`src/rtl/alu_seq_pkg.sv`:
```
// rtl/alu_seq_pkg.sv - shared widths, beat counts and FSM states for the ALU sequencer
package alu_seq_pkg;

   localparam int SEL_W      = 3;
   localparam int NIBBLE_W   = 4;
   localparam int DATA_W     = 8;
   localparam int BEATS_FULL = 5;
   localparam int BEATS_ACC  = 3;

   typedef enum logic [2:0] {
      ST_OP   = 3'd0,
      ST_A_LO = 3'd1,
      ST_A_HI = 3'd2,
      ST_B_LO = 3'd3,
      ST_B_HI = 3'd4,
      ST_EXEC = 3'd5,
      ST_RESP = 3'd6
   } state_t;

endpackage

```
`src/rtl/alu_sequencer_if.sv`:
```
// rtl/alu_sequencer_if.sv - command nibble stream and result handshake bundle
interface alu_sequencer_if
   import alu_seq_pkg::*;
();

   logic                cmd_valid;
   logic                cmd_ready;
   logic [NIBBLE_W-1:0] cmd_data;
   logic                res_valid;
   logic                res_ready;
   logic [DATA_W-1:0]   res_data;
   logic                res_cout;
   logic                busy;

   modport master (
      output cmd_valid, cmd_data, res_ready,
      input  cmd_ready, res_valid, res_data, res_cout, busy
   );

   modport slave (
      input  cmd_valid, cmd_data, res_ready,
      output cmd_ready, res_valid, res_data, res_cout, busy
   );

endinterface

```
`src/rtl/alu_8bit.sv`:
```
// rtl/alu_8bit.sv - combinational 8-bit ALU: add, sub, and, or, xor, shl, shr, inc
module alu_8bit
   import alu_seq_pkg::*;
(
   input  logic [DATA_W-1:0] a,
   input  logic [DATA_W-1:0] b,
   input  logic [SEL_W-1:0]  sel,
   output logic [DATA_W-1:0] y,
   output logic              cout
);

   logic [DATA_W:0] wide;

   // cout is carry for add/inc, borrow for sub, shifted-out bit for shifts
   always_comb begin
      wide = '0;
      case (sel)
         3'd0:    wide = {1'b0, a} + {1'b0, b};
         3'd1:    wide = {1'b0, a} - {1'b0, b};
         3'd2:    wide = {1'b0, a & b};
         3'd3:    wide = {1'b0, a | b};
         3'd4:    wide = {1'b0, a ^ b};
         3'd5:    wide = {a, 1'b0};
         3'd6:    wide = {a[0], 1'b0, a[DATA_W-1:1]};
         default: wide = {1'b0, a} + {{DATA_W{1'b0}}, 1'b1};
      endcase
      y    = wide[DATA_W-1:0];
      cout = wide[DATA_W];
   end

endmodule

```
`src/rtl/alu_sequencer.sv`:
```
// rtl/alu_sequencer.sv - nibble-serial operand loader driving one alu_8bit; ALU_SEQ_ACC_EN adds accumulator mode
module alu_sequencer
   import alu_seq_pkg::*;
(
   input  logic            clk,
   input  logic            rst_n,
   input  logic            ena,
   alu_sequencer_if.slave  bus
);

   state_t              state_q, state_d;
   logic [SEL_W-1:0]    sel_q;
   logic [DATA_W-1:0]   a_q, b_q, res_q;
   logic                cout_q;
   logic [DATA_W-1:0]   alu_y;
   logic                alu_cout;
   logic                beat, take, acc_skip;

`ifdef ALU_SEQ_ACC_EN
   logic [DATA_W-1:0]   acc_q;
   assign acc_skip = bus.cmd_data[NIBBLE_W-1];
`else
   logic                reserved_bit_unused;
   assign reserved_bit_unused = bus.cmd_data[NIBBLE_W-1];
   assign acc_skip = 1'b0;
`endif

   assign bus.cmd_ready = (state_q != ST_EXEC) && (state_q != ST_RESP);
   assign bus.res_valid = (state_q == ST_RESP);
   assign bus.busy      = (state_q != ST_OP);
   assign bus.res_data  = res_q;
   assign bus.res_cout  = cout_q;

   assign beat = ena && bus.cmd_valid && bus.cmd_ready;
   assign take = ena && bus.res_valid && bus.res_ready;

   always_comb begin
      state_d = state_q;
      case (state_q)
         ST_OP:   if (beat) state_d = acc_skip ? ST_B_LO : ST_A_LO;
         ST_A_LO: if (beat) state_d = ST_A_HI;
         ST_A_HI: if (beat) state_d = ST_B_LO;
         ST_B_LO: if (beat) state_d = ST_B_HI;
         ST_B_HI: if (beat) state_d = ST_EXEC;
         ST_EXEC: if (ena)  state_d = ST_RESP;
         ST_RESP: if (take) state_d = ST_OP;
         default:           state_d = ST_OP;
      endcase
   end

   always_ff @(posedge clk) begin
      if (!rst_n) begin
         state_q <= ST_OP;
         sel_q   <= '0;
         a_q     <= '0;
         b_q     <= '0;
         res_q   <= '0;
         cout_q  <= 1'b0;
`ifdef ALU_SEQ_ACC_EN
         acc_q   <= '0;
`endif
      end else if (ena) begin
         state_q <= state_d;
         case (state_q)
            ST_OP: if (beat) begin
               sel_q <= bus.cmd_data[SEL_W-1:0];
`ifdef ALU_SEQ_ACC_EN
               // accumulator mode reuses the last result as operand A
               if (acc_skip) a_q <= acc_q;
`endif
            end
            ST_A_LO: if (beat) a_q[NIBBLE_W-1:0]      <= bus.cmd_data;
            ST_A_HI: if (beat) a_q[DATA_W-1:NIBBLE_W] <= bus.cmd_data;
            ST_B_LO: if (beat) b_q[NIBBLE_W-1:0]      <= bus.cmd_data;
            ST_B_HI: if (beat) b_q[DATA_W-1:NIBBLE_W] <= bus.cmd_data;
            ST_EXEC: begin
               res_q  <= alu_y;
               cout_q <= alu_cout;
`ifdef ALU_SEQ_ACC_EN
               acc_q  <= alu_y;
`endif
            end
            default: ;
         endcase
      end
   end

   alu_8bit u_alu (
      .a    (a_q),
      .b    (b_q),
      .sel  (sel_q),
      .y    (alu_y),
      .cout (alu_cout)
   );

endmodule
```
`src/flat_wrapper.sv`:
```
// flat-port wrapper written by rule: the top's interface ports become plain ports
module alu_sequencer_flat import alu_seq_pkg::*;
  (clk, rst_n, ena, bus_cmd_valid, bus_cmd_data, bus_res_ready, bus_cmd_ready, bus_res_valid, bus_res_data, bus_res_cout, bus_busy);
  alu_sequencer_if bus_i ();
  input  logic clk;
  input  logic rst_n;
  input  logic ena;
  input wire logic [$bits(bus_i.cmd_valid)-1:0] bus_cmd_valid;
  input wire logic [$bits(bus_i.cmd_data)-1:0] bus_cmd_data;
  input wire logic [$bits(bus_i.res_ready)-1:0] bus_res_ready;
  output wire logic [$bits(bus_i.cmd_ready)-1:0] bus_cmd_ready;
  output wire logic [$bits(bus_i.res_valid)-1:0] bus_res_valid;
  output wire logic [$bits(bus_i.res_data)-1:0] bus_res_data;
  output wire logic [$bits(bus_i.res_cout)-1:0] bus_res_cout;
  output wire logic [$bits(bus_i.busy)-1:0] bus_busy;
  assign bus_i.cmd_valid = bus_cmd_valid;
  assign bus_i.cmd_data = bus_cmd_data;
  assign bus_i.res_ready = bus_res_ready;
  assign bus_cmd_ready = bus_i.cmd_ready;
  assign bus_res_valid = bus_i.res_valid;
  assign bus_res_data = bus_i.res_data;
  assign bus_res_cout = bus_i.res_cout;
  assign bus_busy = bus_i.busy;
  alu_sequencer u_core (.clk(clk), .rst_n(rst_n), .ena(ena), .bus(bus_i));
endmodule
```
`config.mk`:
```
export PLATFORM = sky130hd
export DESIGN_NAME = alu_sequencer_flat
export DESIGN_NICKNAME = d
export VERILOG_FILES = /design/src/rtl/alu_seq_pkg.sv /design/src/rtl/alu_sequencer_if.sv /design/src/rtl/alu_8bit.sv /design/src/rtl/alu_sequencer.sv /design/src/flat_wrapper.sv
export SDC_FILE = /design/constraint.sdc
export NUM_CORES = 1
export LEC_CHECK = 0
export ABC_AREA = 0
export BUFFER_PORTS_ARGS = -buffer_cell sky130_fd_sc_hd__buf_4
export CAP_MARGIN = 20
export CORE_ASPECT_RATIO = 1.1
export CORE_MARGIN = 4
export CORE_UTILIZATION = 55
export DETAILED_ROUTE_END_ITERATION = 10
export PLACE_DENSITY = 0.82
export SYNTH_ARGS = -nofsm -noshare
export SYNTH_HDL_FRONTEND = slang
export SYNTH_SLANG_ARGS = --single-unit
```
`constraint.sdc`:
```
create_clock -name clk -period 4.34 [get_ports clk]
set_clock_uncertainty 0.2 [all_clocks]
set_input_delay 0.434 -clock clk [delete_from_list [all_inputs] [get_ports clk]]
set_output_delay 0.434 -clock clk [all_outputs]
set_load 0.01 [all_outputs]
```
Word level (Yosys, flattened, before mapping)
Index checks and enable logic that the tools add are counted.
W data, S select, Z words.
{ "totals": {"regBits": 31, "in_bits": 9, "output_inout_bits": 12, "elab_cells": 57} }
{ "op_classes": {"addsub": 3, "n_eq_ne": 20, "mux": 8, "n_bitwise": 3, "reduce_logical": 15} }
{ "op_table": {"columns": ["operator", "n"], "rows": [
  ["$pmux W9 S7", 1],
  ["$pmux W3 S7", 1],
  ["$eq A3 B3 Y1 const B", 6],
  ["$mux W3", 6],
  ["$reduce_and A3 Y1", 5],
  ["$eq A3 B2 Y1 const B", 4],
  ["$ne A2 B1 Y1 const B", 5],
  ["$add A8 B1 Y9 const B", 1],
  ["$add A8 B8 Y9", 1],
  ["$sub A8 B8 Y9", 1],
  ["$and A8 B8 Y8", 1],
  ["$or A8 B8 Y8", 1],
  ["$xor A8 B8 Y8", 1],
  ["$reduce_and A7 Y1", 1],
  ["$eq A3 B1 Y1 const B", 2],
  ["$logic_not A3 Y1", 2],
  ["$ne A3 B3 Y1 const B", 2],
  ["$logic_and A1 B1 Y1", 5],
  ["$reduce_bool A3 Y1", 1],
  ["$ne A2 B2 Y1 const B", 1],
  ["$reduce_and A2 Y1", 1]
]} }

Logic depth before layout (Yosys ltp)
Gate-level depths: netlist (run 1).
{ "depth": {"depth_word": 5, "depth_mapped": 11, "mapped_depth_nobuf": 11} }

Modules after synthesis
A second synthesis (run 1) with hierarchy kept.
{ "unflattened": {"cells_unflattened": 334, "hier_area_um2": 2613.8} }
{ "modules_own_cells": {"columns": ["mod", "instances", "cells_per_inst", "area_each_um2", "seq_area_each_um2"], "rows": [
  ["alu_8bit", 1, 190, 1326.3, 0.0],
  ["alu_sequencer", 1, 144, 1287.5, 620.6]
]} }

Worst setup path before layout (run 1)
Ideal clock, no wire load.
{ "synth_timing": {"path_type": "register -> register", "start": "register u_core.b_q[0]", "end": "register u_core.res_q[5], in the netlist u_core.bus.res_data[5]", "setup_time_ns": 0.062, "arrival_ns": 2.445, "required_time_ns": 4.078, "setup_slack_ns": 1.633, "path_stages_with_launch": 10, "n_path_buf": 0, "period_less_slack_ns": 2.707, "cell_sequence": "dfxtp_1 > inv_1 > ha_1 > a211oi_1 > ha_1 > nor2b_1 > o31a_1 > o21a_1 > or4_1 > nand3_1"} }
{ "synth_via": {"elab_chain_len": 2, "elab_cells_between_ends": 3, "cone_classes": "2 x add/sub; 1 x mux"} }
{ "synth_rtl": {"columns": ["element", "line", "text"], "rows": [
  ["from (decl)", "alu_sequencer.sv:13", "logic [DATA_W-1:0] a_q, b_q, res_q;"],
  ["from (signal, indexed assignment)", "alu_sequencer.sv:74", "ST_B_LO: if (beat) b_q[NIBBLE_W-1:0] <= bus.cmd_data;"],
  ["from (signal, indexed assignment)", "alu_sequencer.sv:75", "ST_B_HI: if (beat) b_q[DATA_W-1:NIBBLE_W] <= bus.cmd_data;"],
  ["$sub A8 B8 Y9 / $add A8 B8 Y9 (equally long branches)", "alu_8bit.sv:19, alu_8bit.sv:18", null],
  ["$pmux W9 S7 *", "alu_8bit.sv:17", "case (sel)"],
  ["to (signal assigned)", "alu_sequencer.sv:77", "res_q <= alu_y;"],
  ["to (decl)", "alu_sequencer.sv:13", null]
]} }
Every way passes the cells marked *; elsewhere a longest branch is shown, timed or not.
A chain may end at the register's enable or synchronous reset.

Worst setup path after layout (run 1)
{ "layout_timing": {"start": "register u_core.sel_q[2]", "end": "register u_core.res_q[5], in the netlist u_core.bus.res_data[5]"} }
{ "layout_via": {"elab_chain_len": 2, "elab_cells_between_ends": 8, "cone_classes": "6 x eq/ne; 1 x mux; 1 x reduce/logical"} }
{ "layout_rtl": {"columns": ["element", "line", "text"], "rows": [
  ["from (decl)", "alu_sequencer.sv:12", "logic [SEL_W-1:0] sel_q;"],
  ["from (signal assigned)", "alu_sequencer.sv:66", "sel_q <= bus.cmd_data[SEL_W-1:0];"],
  ["$eq A3 B3 Y1 (tied with other cells)", "alu_8bit.sv:17", null],
  ["$pmux W9 S7 *", "alu_8bit.sv:17", null]
]} }
Marks and branches as above.

==> flow_metrics.py, run 1 <==
metrics = {
    "synth": {
        "synthesis.area_um2": 2490,
        "yosysMostFrequentCell": "dfxtp_1",
        "synth_seq_cells": 31,
        "syn_avg_cell_area_um2": 8.45,
        "synth_area_leaders": "dfxtp_1 25%, ha_1 13%, mux2i_1 8.0%",
        "ys_types": 54,
        "synth_top_cell_area_share_pct": 24.9,
        "synth-async-reset-ratio_pct": 0,
        "syn_nets": 330,
        "synth_top_flop_cell": "dfxtp_1",
        "syn_inst": 295,
        "synth_commonest_cells": "31 x dfxtp_1, 25 x ha_1, 25 x nor2b_1",
        "synth_edf_count": 0,
        "yosys.area.top_type": "dfxtp_1",
        "yosysWarnings": 0,
        "yosysSeqAreaShare_pct": 24.9,
    },
    "routing": {
        "avgViaCountPerCell": 6.03,
        "drc": 0,
        "wl_per_cell_um": 17.0,
        "drt-total-wl_um": 6200,
        "drt_iter0_markers": 164,
        "first_pass_iters": 4,
        "vias": 2201,
        "ant_nets": 0,
    },
    "power": {
        "p_total_mw": 0.659,
        "p_per_area_nw_per_um2": 240,
        "ir_drop_uv": 219,
        "p_leak_nw": 1.12,
    },
    "placed_design": {
        "dpl.hpwl_um": 4510,
        "place_area_um2": 2660,
        "gp_congestion": 0.902,
        "place_ws_ns": 1.31,
        "portBuffers": 20,
        "dp_cells": 357,
    },
    "clock_tree": {
        "htree_levels": 2,
        "cts_resized": 0,
        "clockBufferDepth": 2,
        "cts_tree": "done",
        "clkTransAtPathRegs_ns": 0.07,
        "cts_root_buf": "clkbuf_8",
        "cts_buffers": 5,
        "clkSinkCount": 31,
        "post_cts_buffers": 0,
        "holdBufCountCts": 0,
        "clock_latency_ns": 0.29,
    },
    "grt": {
        "grt_pass1_vias": 2086,
        "grt_remaining_overflow": 0,
        "grt_use_total_pct": 23.0,
        "grt_max_degree": 32,
        "grt_first_pass_wirelength_um": 10200,
        "grt_antenna_before_repair": 0,
    },
    "cells_and_area": {
        "fill_cells": 381,
        "layout.nets": 345,
        "stdcell_count": 365,
        "seq_area_um2": 621,
        "drive_gt1_share_pct": 12.9,
        "final_area_um2": 2750,
        "utilization_pct": 63.2,
        "multi_input_area_um2": 1730,
        "antenna_cells": 0,
        "synthToLayoutAreaGrowth_pct": 10.2,
    },
    "timing": {
        "whs_ns": 0.240,
        "fmax_ghz": 0.322,
        "max-slew-margin-rel_pct": 56.8,
        "tightest_slew_ns": 0.647,
        "hold_viol": 0,
        "finalMaxSlewViolations": 0,
        "period_share_pct": 71.6,
        "min_period_ns": 3.11,
        "rsz0062_at_grt": "false",
        "finalWorstSetupSlack_ns": 1.23,
        "setup_violations": 0,
        "tns_ns": 0,
    },
    "critical_path": {
        "crit_arrival_ns": 3.15,
        "setup.worst_path.end_class": "flop",
        "r2r_start": "u_core.sel_q[2]",
        "max_stage_delay_ns": 0.52,
        "cp_slowest_cell": "dfxtp_1",
        "path_class": "flop to flop",
        "cp-startpoint": "u_core.sel_q[2]",
        "crit_chain": "inv_2, nand2_1, a211oi_1, ha_1, nor2b_1, o31a_1, o21a_1, or4_1, nand3_1",
        "path_max_fanout": 17,
        "worst-path-buf-inv": 1,
        "critical_path.top_delay_family": "simple AND/OR/NAND/NOR gates",
        "worstPathRequired_ns": 4.38,
        "critPathLaunchType": "flop",
    },
    "floorplanning": {
        "rows": 25,
        "die_h_um": 78.6,
        "initial_utilization_pct": 57.4,
        "die_area_um2": 5680,
        "core_area_um2": 4350,
        "die_w_um": 72.2,
        "io_pins": 21,
    },
    "hold_path": {
        "hold_start": "bus_cmd_data[3]",
        "hold_path.class": "primary input to flop",
    },
    "run": {
        "drv_cap": 0,
    },
    "status": {
        "status": "completed",
    },
}
report_power, final:
part	total, mW	leakage (nW)	internal (mW)	switching [mW]
Sequential	0.298	0.250	0.288	0.0100
Clock	0.233	0.0402	0.111	0.121
Combinational	0.128	0.830	0.0588	0.0696
cell families after synthesis:
family                     after synthesis  share of synthesized area, %
muxes                                   24                          9.83
adders and majority gates               26                          13.3
buffers and inverters                   36                          5.87
and+or+nand+nor                         90                          20.7
xor gates and xnor gates                11                          3.86
DFF                                     31                          24.9
AOI/OAI and AO/OA                       77                          21.5
routing by layer:
metal / global-route usage [%] / wire [µm] / vias up
li1: - / - / 1084
met1: 30.2 / 2720 / 1016
met2: 35.9 / 2910 / 85
met3: 4.48 / 393 / 16
met4: 10.3 / 170 / 0
met5: 0 / 0 / -
flip-flops by register name, summed over array words and instances, names as in the netlist:
signal / count
u_core.a_q: 8
u_core.b_q: 8
u_core.bus.res_cout: 1
u_core.bus.res_data: 8
u_core.sel_q: 3
u_core.state_q: 3
final timing paths:
path / to / slack, ns / cells after the start
setup reg to reg: u_core.bus.res_data[5] / 1.23 / 9
setup / recovery: u_core.bus.res_data[5] / 1.23 / 9
hold / removal: u_core.b_q[7] / 0.24 / 3
hold reg to reg: u_core.bus.res_data[4] / 0.26 / 2
layout make-up:
cell class | instances | area share [%]
clock buffers | 5 | 2.50
clock inverters | 3 | 0.729
inverters | 23 | 3.14
multi-input cells | 228 | 62.8
flip-flops and latches | 31 | 22.6
well taps | 54 | 2.46
repair buffers | 21 | 5.74
cell usage in the layout, fill, tap and decap left out, types with 2 or more instances in the layout:
master,Yosys,final
a211oi_1,4,4
a21boi_0,3,3
a21o_1,4,4
a21oi_1,13,13
a221o_1,2,2
a221oi_1,2,2
a22oi_1,3,3
a31oi_1,5,5
and3_1,3,3
buf_4,0,21
clkbuf_8,0,5
clkinvlp_4,0,2
dfxtp_1,31,31
ha_1,25,25
inv_1,21,21
inv_2,2,2
mux2_2,4,4
mux2i_1,20,20
nand2_1,16,16
nand2b_1,3,3
nand3_1,2,2
nor2_1,18,18
nor2b_1,25,25
nor3_1,8,8
nor4b_4,2,2
o211a_1,2,2
o211ai_1,5,5
o21a_1,5,5
o21ai_0,15,15
o221ai_1,3,3
or3_1,3,3
xnor2_1,9,9
xor2_1,2,2
tightest hold or removal path, cell delays in order:
cell	delay (ns)
buf_4	0.11
mux2i_1	0.06
nor2b_1	0.09
No activity file was read; power rests on OpenSTA's default activity.
==> inputs of run 2 (changes only) <==
==> constraint.sdc (replaced) <==
create_clock -name clk -period 3 [get_ports clk]
set_clock_uncertainty 0.2 [all_clocks]
set_input_delay 0.3 -clock clk [delete_from_list [all_inputs] [get_ports clk]]
set_output_delay 0.3 -clock clk [all_outputs]
set_load 0.01 [all_outputs]
==> run 2 against run 1 <==
  * Core utilization up 1.6 points
  * Via count up 2.7%
  * Non-clock buffer count up 9
  * Register-to-register slack worse by 1.0 ns
  * Sequential power up 44%
  * Critical path type unchanged
  * Design area up 2.5%
  * Flip-flop and latch count unchanged
==> flow_metrics.py, run 2 (synthesis gave the netlist of run 1 again) <==
metrics = {
    "status": {
        "status": "completed",
    },
    "power": {
        "ir_drop_uv": 310,
        "pwr-share-clk_pct": 34.5,
        "p_int_mw": 0.671,
        "switchingPower_mw": 0.287,
        "p_per_area_nw_per_um2": 340,
        "switching_share_pct": 29.9,
        "combPwrFrac_pct": 20.9,
        "p_seq_share_pct": 44.7,
        "p_leak_nw": 1.17,
    },
    "routing": {
        "drc": 0,
        "avgViaCountPerCell": 6.05,
        "vias": 2261,
        "drt_iter0_markers": 208,
        "wl_per_cell_um": 16.8,
        "first_pass_iters": 4,
        "drt-total-wl_um": 6270,
        "ant_nets": 0,
    },
    "clock_tree": {
        "cts_buffers": 5,
        "clkTransAtPathRegs_ns": 0.07,
        "clkSinkCount": 31,
        "post_cts_buffers": 0,
        "cts_resized": 0,
        "cts_tree": "done",
        "holdBufCountCts": 0,
        "cts_root_buf": "clkbuf_8",
        "clockBufferDepth": 2,
        "clock_latency_ns": 0.29,
        "htree_levels": 2,
    },
    "critical_path": {
        "crit_arrival_ns": 2.82,
        "r2r_slack_ns": 0.20,
        "r2r_end": "u_core.bus.res_data[5]",
        "setup.worst_path.end_class": "flop",
        "worstPathRequired_ns": 3.02,
        "critPathLaunchType": "flop",
        "r2r_cells": 9,
        "path_max_fanout": 4,
        "path_class": "flop to flop",
        "r2r_start": "u_core.b_q[0]",
    },
    "floorplanning": {
        "rows": 25,
        "die_w_um": 72.2,
        "initial_utilization_pct": 57.4,
        "core_area_um2": 4350,
        "die_area_um2": 5680,
        "io_pins": 21,
        "die_h_um": 78.6,
    },
    "timing": {
        "tightest_slew_ns": 0.508,
        "period_share_pct": 93.2,
        "hold_viol": 0,
        "whs_ns": 0.109,
        "fmax_ghz": 0.358,
        "tns_ns": 0,
        "max-slew-margin-rel_pct": 66.1,
        "setup_violations": 0,
        "rsz0062_at_grt": "false",
        "finalMaxSlewViolations": 0,
        "min_period_ns": 2.80,
    },
    "cells_and_area": {
        "synthToLayoutAreaGrowth_pct": 12.9,
        "final_common_cell": "dfxtp_1",
        "final_area_um2": 2820,
        "layout_common_cells": "31 x dfxtp_1, 30 x buf_4, 25 x nor2b_1, 25 x ha_1, 21 x inv_1",
        "seq_area_um2": 621,
        "drive_gt1_share_pct": 15.3,
        "layout.nets": 354,
        "multi_input_area_um2": 1730,
        "antenna_cells": 0,
        "fill_cells": 356,
    },
    "grt": {
        "grt_use_total_pct": 23.8,
        "grt_pass1_vias": 2215,
        "grt_first_pass_wirelength_um": 10600,
        "grt_max_degree": 32,
        "grt_remaining_overflow": 0,
        "grt_antenna_before_repair": 0,
    },
    "hold_path": {
        "min_delay_path_depth": 3,
        "min_to": "u_core.b_q[7]",
        "hold_start": "bus_cmd_data[3]",
        "hold_path.class": "primary input to flop",
    },
    "placed_design": {
        "gp_congestion": 0.938,
        "dpl.hpwl_um": 4700,
        "portBuffers": 20,
        "place_area_um2": 2730,
    },
    "run": {
        "drv_cap": 0,
    },
}
run 2: cell type report:
type                    count  area share [%]
clock inverters             2           0.444
repair buffers             30            8.00
well taps                  54            2.40
flip-flops and latches     31            22.0
clock buffers               6            2.58
inverters                  23            3.07
multi-input cells         228            61.5
run 2: stage by stage:
| step | utilization, % | worst slack (ns) | cells | power (mW) |
|---|---|---|---|---|
| after floorplan | - | 0.293 | 295 | 0.577 |
| after global placement | 62.7 | 0.199 | 366 | 0.630 |
| after detailed placement | 62.7 | 0.134 | 366 | 0.633 |
| after CTS | 64.7 | 0.104 | 374 | 0.957 |
| after global routing | 64.8 | 0.00562 | 374 | 1.01 |
| final | 64.8 | 0.205 | 374 | 0.957 |
run 2: metal layers:
layer	track usage [%]	share of wire [%]	vias up
met5	0	0	-
met4	10.2	2.8	0
met3	4.74	6.4	21
met2	37.0	48	77
met1	31.6	43	1055
li1	-	-	1108
run 2: worst max path at each step:
stage | depth (start not counted) | start | to
6_report | 9 | u_core.b_q[0] | u_core.bus.res_data[5]
5_1_grt | 11 | u_core.b_q[2] | u_core.bus.res_data[6]
4_1_cts | 9 | u_core.b_q[0] | u_core.bus.res_data[5]
3_5_place_dp | 9 | u_core.b_q[0] | u_core.bus.res_data[5]
3_3_place_gp | 9 | u_core.b_q[0] | u_core.bus.res_data[5]
2_1_floorplan | 9 | u_core.b_q[0] | u_core.bus.res_data[5]
run 2: power groups by stage:
| stage | clock, mW | sequential [mW] | combinational (mW) |
|---|---|---|---|
| after floorplan | 0 | 0.430 | 0.147 |
| after global placement | 0 | 0.436 | 0.193 |
| after detailed placement | 0 | 0.437 | 0.196 |
| after CTS | 0.332 | 0.427 | 0.198 |
| after global routing | 0.355 | 0.429 | 0.222 |
| final | 0.330 | 0.428 | 0.200 |
run 2: worst max-delay path, cell delays in order (launching register included):
cell	delay, ns
dfxtp_1	0.38
inv_1	0.11
ha_1	0.31
a211oi_2	0.30
ha_1	0.28
nor2b_1	0.14
o31a_1	0.27
o21a_1	0.19
or4_1	0.46
nand3_1	0.09
==> inputs of run 3 (changes only) <==
--- a/config.mk
+++ b/config.mk
@@ -13,6 +13,7 @@
 export CORE_UTILIZATION = 55
 export DETAILED_ROUTE_END_ITERATION = 10
 export PLACE_DENSITY = 0.82
+export RECOVER_POWER = 25
 export SYNTH_ARGS = -nofsm -noshare
 export SYNTH_HDL_FRONTEND = slang
 export SYNTH_SLANG_ARGS = --single-unit
==> run 3 against run 2 <==
  * Non-clock buffer count did not move
  * Final cell count is the same
  * Register-to-register slack got worse by 0.02 ns
  * Critical endpoint is now u_core.bus.res_cout
  * Largest power group unchanged
==> flow_metrics.py, run 3 (synthesis gave the netlist of run 1 again) <==
metrics = {
    "status": {
        "status": "completed",
    },
    "power": {
        "p_per_area_nw_per_um2": 344,
        "p_leak_nw": 1.13,
        "p_total_mw": 0.956,
        "ir_drop_uv": 310,
    },
    "timing": {
        "hold_viol": 0,
        "max-slew-margin-rel_pct": 66.0,
        "tns_ns": 0,
        "period_share_pct": 93.7,
        "fmax_ghz": 0.356,
        "whs_ns": 0.109,
        "min_period_ns": 2.81,
        "tightest_slew_ns": 0.509,
        "setup_violations": 0,
        "finalMaxSlewViolations": 0,
        "rsz0062_at_grt": "false",
    },
    "clock_tree": {
        "htree_levels": 2,
        "cts_root_buf": "clkbuf_8",
        "holdBufCountCts": 0,
        "clock_latency_ns": 0.29,
        "cts_tree": "done",
        "clkTransAtPathRegs_ns": 0.07,
        "clkSinkCount": 31,
        "cts_buffers": 5,
        "clockBufferDepth": 2,
    },
    "critical_path": {
        "path_class": "flop to flop",
        "critPathLaunchType": "flop",
        "r2r_cells": 11,
        "path_max_fanout": 5,
        "crit_arrival_ns": 2.78,
        "worstPathRequired_ns": 2.97,
        "setup.worst_path.end_class": "flop",
        "r2r_slack_ns": 0.19,
    },
    "run": {
        "drv_cap": 0,
    },
    "placed_design": {
        "dpl.hpwl_um": 4700,
        "gp_congestion": 0.938,
        "portBuffers": 20,
        "dp_cells": 366,
    },
    "grt": {
        "grt_pass1_vias": 2215,
        "grt_antenna_before_repair": 0,
        "grt_use_total_pct": 23.8,
        "grt_max_degree": 32,
        "grt_first_pass_wirelength_um": 10600,
        "grt_remaining_overflow": 0,
    },
    "cells_and_area": {
        "layout.nets": 354,
        "antenna_cells": 0,
        "utilization_pct": 64.0,
        "layout_common_cells": "31 x dfxtp_1, 25 x nor2b_1, 25 x ha_1",
        "stdcell_count": 374,
        "synthToLayoutAreaGrowth_pct": 11.6,
        "final_common_cell": "dfxtp_1",
        "drive_gt1_share_pct": 12.5,
    },
    "routing": {
        "first_pass_iters": 5,
        "ant_nets": 0,
        "drt-total-wl_um": 6270,
        "avgViaCountPerCell": 6.08,
        "wl_per_cell_um": 16.8,
        "drc": 0,
        "vias": 2275,
        "drt_iter0_markers": 216,
    },
    "hold_path": {
        "min_delay_path_depth": 3,
        "hold_path.class": "primary input to flop",
    },
    "floorplanning": {
        "die_w_um": 72.2,
        "core_area_um2": 4350,
        "die_area_um2": 5680,
        "initial_utilization_pct": 57.4,
        "rows": 25,
        "die_h_um": 78.6,
        "io_pins": 21,
    },
}
==> run 3: cell types whose count changed in the layout (fill, tap and decap cells not counted) <==
cell      delta
clkbuf_1     +9
buf_4        -9
==> run 3: final timing paths <==
kind	from	endpoint
worst max register to register	u_core.b_q[2]	u_core.bus.res_cout
worst min-delay path	bus_cmd_data[3]	u_core.b_q[7]
worst min register to register	u_core.bus.res_data[4]	u_core.bus.res_data[4]
worst max-delay path	u_core.b_q[2]	u_core.bus.res_cout
==> run 3: what timing repair did <==
item | in CTS | in global routing
resized for setup | 0 | 1
buffers inserted | 0 | 0
endpoints found under the setup margin | 0 | 2
==> run 3: cell type report <==
type / instances / area (µm²)
Tap cell: 54 / 67.6
Clock inverter: 2 / 12.5
Inverter: 23 / 86.3
Sequential cell: 31 / 621
Timing Repair Buffer: 30 / 191
Fill cell: 360 / 1570
Multi-Input combinational cell: 228 / 1730
Clock buffer: 6 / 72.6
==> run 3: where the power goes <==
group          switching, mW  internal (mW)  total (mW)
registers             0.0118          0.416       0.428
clock network          0.166          0.162       0.328
logic                  0.108         0.0925       0.200
==> run 3: layer usage <==
| layer | track usage [%] | part of all wire (%) |
|---|---|---|
| met5 | 0 | 0 |
| met4 | 10.2 | 2.6 |
| met3 | 4.74 | 5.8 |
| met2 | 37.0 | 48 |
| met1 | 31.6 | 44 |
==> run 3: worst max-delay path, stage by stage (launching register included) <==
cell and delay, ns:
dfxtp_1 0.33, or3_1 0.42, nor3_1 0.30, nor2_1 0.09
xnor2_1 0.14, nor2_1 0.06, ha_1 0.33, a21oi_1 0.15
o21ai_0 0.17, o31ai_1 0.28, xnor2_1 0.15, a21oi_1 0.08
==> run 3: stage by stage <==
step                setup WS [ns]  instance area, µm²
floorplan                   0.293                2490
global route              0.00562                2780
detailed placement          0.134                2730
CTS                         0.104                2810
global placement            0.199                2730
finish                      0.188                2780
